[src/rtl/chunked_serial_adder.sv]
// Multi-cycle two's-complement adder: adds CHUNK bits per clock with a registered carry.
// Optional macro OVERFLOW_EN enables the registered signed-overflow flag.
module chunked_serial_adder #(
    parameter int WIDTH = 16,
    parameter int CHUNK = 4
) (
    input  logic             clk,
    input  logic             reset,
    input  logic             start,
    input  logic [WIDTH-1:0] x,
    input  logic [WIDTH-1:0] y,
    input  logic             cin,
    output logic             busy,
    output logic             done,
    output logic [WIDTH-1:0] z,
    output logic             carry,
    output logic             overflow
);

    localparam int NCHUNK = WIDTH / CHUNK;
    localparam int IDX_W  = (NCHUNK > 1) ? $clog2(NCHUNK) : 1;
    localparam logic [IDX_W-1:0] LAST_IDX   = IDX_W'(NCHUNK - 1);
    localparam logic [IDX_W-1:0] IDX_ZERO   = {IDX_W{1'b0}};
    localparam logic [IDX_W-1:0] IDX_ONE    = IDX_W'(1);
    localparam logic [WIDTH-1:0] CHUNK_MASK = WIDTH'({CHUNK{1'b1}});

    typedef enum logic {
        IDLE = 1'b0,
        RUN  = 1'b1
    } state_t;

    state_t           state_r;
    state_t           state_s;
    logic [IDX_W-1:0] idx_r;
    logic             carry_r;
    logic [WIDTH-1:0] acc_r;
    logic [WIDTH-1:0] x_r;
    logic [WIDTH-1:0] y_r;
    logic [31:0]      base_s;
    logic [CHUNK-1:0] x_chunk_s;
    logic [CHUNK-1:0] y_chunk_s;
    logic [CHUNK:0]   sum_s;
    logic [WIDTH-1:0] acc_s;
    logic             last_s;

    // State register
    always_ff @(posedge clk) begin
        if (reset) begin
            state_r <= IDLE;
        end else begin
            state_r <= state_s;
        end
    end

    // Next-state logic; start is only looked at in IDLE
    always_comb begin
        state_s = state_r;
        case (state_r)
            IDLE: begin
                if (start) state_s = RUN;
                else       state_s = IDLE;
            end
            RUN: begin
                if (last_s) state_s = IDLE;
                else        state_s = RUN;
            end
            default: state_s = IDLE;
        endcase
    end

    // Output decode: busy covers exactly the RUN cycles
    always_comb begin
        busy = 1'b0;
        case (state_r)
            IDLE:    busy = 1'b0;
            RUN:     busy = 1'b1;
            default: busy = 1'b0;
        endcase
    end

    // One chunk add per cycle; shifts keep the chunk mux free of wide selects
    always_comb begin
        base_s    = 32'(idx_r) * 32'(CHUNK);
        x_chunk_s = CHUNK'(x_r >> base_s);
        y_chunk_s = CHUNK'(y_r >> base_s);
        sum_s     = {1'b0, x_chunk_s} + {1'b0, y_chunk_s} + {{CHUNK{1'b0}}, carry_r};
        acc_s     = (acc_r & ~(CHUNK_MASK << base_s)) | (WIDTH'(sum_s[CHUNK-1:0]) << base_s);
        last_s    = (idx_r == LAST_IDX);
    end

    // Operand capture, chunk accumulation and result registers
    always_ff @(posedge clk) begin
        if (reset) begin
            idx_r   <= IDX_ZERO;
            carry_r <= 1'b0;
            acc_r   <= {WIDTH{1'b0}};
            x_r     <= {WIDTH{1'b0}};
            y_r     <= {WIDTH{1'b0}};
            done    <= 1'b0;
            z       <= {WIDTH{1'b0}};
            carry   <= 1'b0;
        end else begin
            done <= 1'b0;
            case (state_r)
                IDLE: begin
                    if (start) begin
                        x_r     <= x;
                        y_r     <= y;
                        carry_r <= cin;
                        idx_r   <= IDX_ZERO;
                    end else begin
                        idx_r   <= idx_r;
                    end
                end
                RUN: begin
                    acc_r   <= acc_s;
                    carry_r <= sum_s[CHUNK];
                    if (last_s) begin
                        idx_r <= IDX_ZERO;
                        z     <= acc_s;
                        carry <= sum_s[CHUNK];
                        done  <= 1'b1;
                    end else begin
                        idx_r <= idx_r + IDX_ONE;
                    end
                end
                default: idx_r <= IDX_ZERO;
            endcase
        end
    end

`ifdef OVERFLOW_EN
    logic overflow_r;

    // Signed overflow: like-signed operands producing a sum of the other sign
    always_ff @(posedge clk) begin
        if (reset) begin
            overflow_r <= 1'b0;
        end else if ((state_r == RUN) && last_s) begin
            overflow_r <= (x_r[WIDTH-1] == y_r[WIDTH-1]) && (acc_s[WIDTH-1] != x_r[WIDTH-1]);
        end else begin
            overflow_r <= overflow_r;
        end
    end

    assign overflow = overflow_r;
`else
    assign overflow = 1'b0;
`endif

endmodule

[config.mk]
export PLATFORM = sky130hd
export DESIGN_NAME = chunked_serial_adder
export DESIGN_NICKNAME = d
export VERILOG_FILES = /design/src/rtl/chunked_serial_adder.sv
export SDC_FILE = /design/constraint.sdc
export NUM_CORES = 1
export LEC_CHECK = 0
export ABC_AREA = 1
export BUFFER_PORTS_ARGS = -buffer_cell sky130_fd_sc_hd__buf_2
export CAP_MARGIN = 20
export CORE_ASPECT_RATIO = 1.25
export CORE_MARGIN = 5
export CORE_UTILIZATION = 54
export CTS_BUF_LIST = sky130_fd_sc_hd__clkbuf_16
export CTS_CLUSTER_DIAMETER = 200
export DETAILED_ROUTE_END_ITERATION = 6
export PLACE_DENSITY = 0.78
export SLEW_MARGIN = 20
export SYNTH_ARGS = -nofsm -noshare
export SYNTH_HDL_FRONTEND = slang
export SYNTH_SLANG_ARGS = --single-unit
[constraint.sdc]
create_clock -name clk -period 3.3 [get_ports clk]
set_clock_uncertainty 0.1 [all_clocks]
set_input_delay 0.99 -clock clk [delete_from_list [all_inputs] [get_ports clk]]
set_output_delay 0.99 -clock clk [all_outputs]
set_load 0.005 [all_outputs]
## After elaboration in Yosys (flattened, before gate mapping)

Index checks and enable logic that the tools add are counted.
W data, S select, Z words.

- Output and inout port bits: 20
- Input port bits: 36
- Memories: 0
- Register bits: 70
- Latch bits: 0
- Bits in writable memories: 0
- Bits in read-only memories: 0

- Reduce and logical (&&, ||, !) cells: 3
- Shifts and indexed selects: 4
- Equality and inequality tests: 2
- Add/subtract/negate cells: 3
- Multiply operators: 0
- $lt $le $gt $ge: 0
- Bitwise operators: 4
- Divide/modulo/power cells: 0
- Muxes and demuxes: 10

Operator list:

| operator | count |
|---|---|
| $shr A16 B4 Y4 | 2 |
| $and A16 B16 Y16 | 1 |
| $not A16 Y16 | 1 |
| $or A16 B16 Y16 | 1 |
| $shl A4 B4 Y16 | 1 |
| $shl A4 B4 Y16 const A | 1 |
| $pmux W1 S2 | 3 |
| $add A4 B4 Y5 | 1 |
| $add A5 B1 Y5 | 1 |
| $mux W1 | 4 |
| $mux W2 | 2 |
| $pmux W2 S2 | 1 |
| $reduce_and A2 Y1 | 2 |
| $add A2 B1 Y2 const B | 1 |
| $eq A2 B2 Y1 const B | 1 |
| $ne A2 B2 Y1 const B | 1 |
| $reduce_or A2 Y1 | 1 |
| $not A1 Y1 | 1 |

## Longest topological paths before layout

- Depth in word-level cells: 5
- Gate-level depth with buffers: 13

## Least setup slack after synthesis

No wires, ideal clock.

- Path kind: reg2reg
- From: register idx_r[0]
- To: register acc_r[6]
- Arrival: 2250 ps
- Period minus slack after synthesis: 2466 ps
- Path buffers: 2
- Path slack: 834 ps
- Library setup time: 115 ps
- Stages on the path, launching flop included: 13
- Path through: dfxtp_1 -> buf_2 -> inv_2 -> clkbuf_2 -> o21ai_0 -> o22ai_1 -> fa_1 -> fa_1 -> xor2_1 -> nand3_1 -> o21ai_0 -> o21ai_0 -> inv_1

- Longest elaborated chain between the ends: 5
- Elaborated cells between the ends (all ways): 9
- Classes of those cells: add/sub: 2; shift: 4; bitwise: 3

RTL lines:

| element | line | RTL |
|---|---|---|
| start: declaration | 34 | `logic [IDX_W-1:0] idx_r;` |
| start signal: assignment | 112 | `idx_r <= idx_r;` |
| start signal: assignment | 124 | `idx_r <= idx_r + IDX_ONE;` |
| $shr A16 B4 Y4 (on tied branches) | 84, 85 |  |
| $add A4 B4 Y5 | 86 | `sum_s = {1'b0, x_chunk_s} + {1'b0, y_chunk_s} + {{CHUNK{1'b0}}, carry_r};` |
| $add A5 B1 Y5 | 86 |  |
| $shl A4 B4 Y16 | 87 | `acc_s = (acc_r & ~(CHUNK_MASK << base_s)) \| (WIDTH'(sum_s[CHUNK-1:0]) << base_s);` |
| $or A16 B16 Y16 (*) | 87 |  |
| end signal: assignment | 96 | `acc_r <= {WIDTH{1'b0}};` |
| end signal: assignment | 116 | `acc_r <= acc_s;` |
| end: declaration | 36 | `logic [WIDTH-1:0] acc_r;` |

Mark *: on every way between the ends. The rest lies on a longest branch, timed or not.
A chain may end at the register's enable or synchronous reset.

## Worst setup path in the final report

- From: register idx_r[0]
- To: register acc_r[10]

Same word-level chain as after synthesis.

==> impl_metrics.toml <==
[drt]
ant_nets = 0
wl_per_cell_um = 13.56
drt-total-wl_um = 6672
drt-initial-drc-count = 139
drc_errors = 0
viasPerCell = 5.346
vias = 2630
dr.pass1.iters = 4

[yosys]
ys_seq_area_frac = 0.4538
synth_warnings = 0
netlist_instances = 379
yosysUniqueCellTypes = 31
syn_nets = 424
synthTopCellsByArea = "dfxtp_1, nor2_1, o21ai_0"
yosysTopAreaCell = "dfxtp_1"
synth_top_cell_area_share = 0.4538
synth_area_um2 = 2912
syn_area_per_cell_um2 = 7.682
synth_seq_cells = 66

[worst_setup_path]
crit_path_end_kind = "register"
cp.required_ns = 3.47
path_max_fanout = 25
r2r-start = "idx_r[0]"
critPathKind = "register to register"
r2r_setup_slack_ns = 0.42
r2r-end = "acc_r[10]"
critPathLaunchType = "register"
rr_worst_depth = 10
cp.arrival_ns = 3.05

[placed_design]
numPortBuffers = 54
hpwl_um = 4654
place_congestion = 0.8095
postPlaceCellArea_um2 = 3136

[die]
dieWidth_um = 75.68
num_rows = 30
die_area_um2 = 6969
coreArea_um2 = 5330
ios = 56
start_util = 0.5462
fp.dieH_um = 92.10

[hold_path]
min-delay-start = "z[7]"
hold_path_class = "register to register"
min_to = "z[7]"
hold_depth = 2

[finish]
syn_to_final_growth_pct = 19.17
drive_gt1_frac = 0.2009
nets = 468
diodes = 0
stdcell_area_um2 = 3470
final_cell_mix = "nor2_1, dfxtp_1, buf_2"
final_common_cell = "nor2_1"

[status]
status = "finished clean"

[power_and_ir_drop]
p_leak_nw = 1.692
ir_drop_uv = 428.7
power_density_nw_per_um2 = 643.0

[cts]
post_cts_buffers = 0
numCtsBuffers = 9
cts_max_level = 3
clk_latency_ns = 0.32
cts_buffer_depth = 2
cts_tree = "yes"
cts.sinks = 66
ctsHoldBuffers = 0
path_clk_slew_ns = 0.06
ctsResizeCount = 0
cts-root-buf = "clkbuf_16"

[sta]
fmax_mhz = 347.0
period_share = 0.8734
hold_viol = 0
drv_slew = 0
fin_crit_ns = 2.882
setup_tns_ns = 0
setup_violations = 0
rsz0062_at_grt = "no"

[grt]
antenna_found_initial = 0
track_usage = 0.2105
grt_max_degree = 37
grt_pass1_wl_um = 11390
grt-ovfl-total = 0
grt_pass1_vias = 2572

[flow_run]
drv_cap = 0
==> stage by stage <==
step / utilization / setup slack, ns / hold WS [ns] / total power [W] / cells
floorplan: - / 0.8345 / 0.3460 / 0.001108 / 379
global placement: 0.5883 / 0.6060 / 0.3344 / 0.001170 / 476
finish: 0.6509 / 0.4178 / 0.3488 / 0.002231 / 492
detailed placement: 0.5883 / 0.4473 / 0.3391 / 0.001182 / 476
global route: 0.6509 / 0.2063 / 0.3692 / 0.002334 / 492
CTS: 0.6509 / 0.4021 / 0.3523 / 0.002241 / 492
==> cell families after synthesis <==
group,Yosys count,share of synthesized area
compound gates,101,0.1951
xor+xnor,1,0.003009
fa+ha+maj,9,0.04383
buf+inv,56,0.09368
flops,66,0.4538
other cells,1,0.001288
simple gates,145,0.2093
==> routing by layer <==
metal  share of wire  GRT usage
met3           0.051    0.05921
met5               0          0
met1            0.41     0.2415
met2            0.51     0.3501
met4           0.031    0.09913
==> where the power goes <==
group	switching [W]	internal [W]	total [W]	leakage [nW]
registers	0.0000284	0.000846	0.000874	0.542
logic	0.000185	0.000109	0.000295	0.979
clock network	0.000332	0.000730	0.00106	0.170
total	0.000545	0.00169	0.00223	1.69
==> worst max path at each step <==
| stage | slack (ns) | endpoint | cells after the start | startpoint |
|---|---|---|---|---|
| 3_5_place_dp | 0.45 | acc_r[2] | 10 | idx_r[0] |
| 2_1_floorplan | 0.83 | acc_r[6] | 12 | idx_r[0] |
| 6_report | 0.42 | acc_r[10] | 10 | idx_r[0] |
| 5_1_grt | 0.21 | acc_r[2] | 10 | idx_r[0] |
| 3_3_place_gp | 0.61 | acc_r[2] | 10 | idx_r[0] |
| 4_1_cts | 0.40 | z[10] | 10 | idx_r[0] |
==> flip-flops by register name (all words and copies together) (netlist names) <==
name / count
acc_r: 12
done: 1
y_r: 16
idx_r: 2
carry_r: 1
state_r: 1
carry: 1
z: 16
x_r: 16
==> cells in the mapped netlist, drive strengths merged <==
cell type,count
nand2,42
a32oi,2
clkbuf,7
nand4,4
o22ai,14
xor2,1
a22o,5
fa,2
buf,18
a31oi,1
or2,2
o21bai,1
nand3,9
ha,7
o211ai,2
o21ai,63
nor2,87
conb,1
a32o,1
dfxtp,66
o211a,1
inv,31
nor3,1
a21oi,11
==> final cells by class <==
| cell class | instances | area [um^2] |
|---|---|---|
| multi-input combinational | 257 | 1318 |
| fill | 467 | 1861 |
| clock inverter | 7 | 108.9 |
| timing repair buffer | 58 | 300.3 |
| clock buffer | 9 | 225.2 |
| inverter | 31 | 116.4 |
| tap | 64 | 80.08 |
| sequential | 66 | 1321 |
==> critical path: stages (launching register included) <==
cell	delay, ns
dfxtp_1	0.56
inv_2	0.26
o21ai_0	0.24
o22ai_1	0.13
fa_1	0.45
fa_1	0.43
xor2_1	0.24
nand2_1	0.10
o22ai_1	0.18
o21ai_1	0.09
inv_1	0.05
No activity file was read; power rests on OpenSTA's default activity.
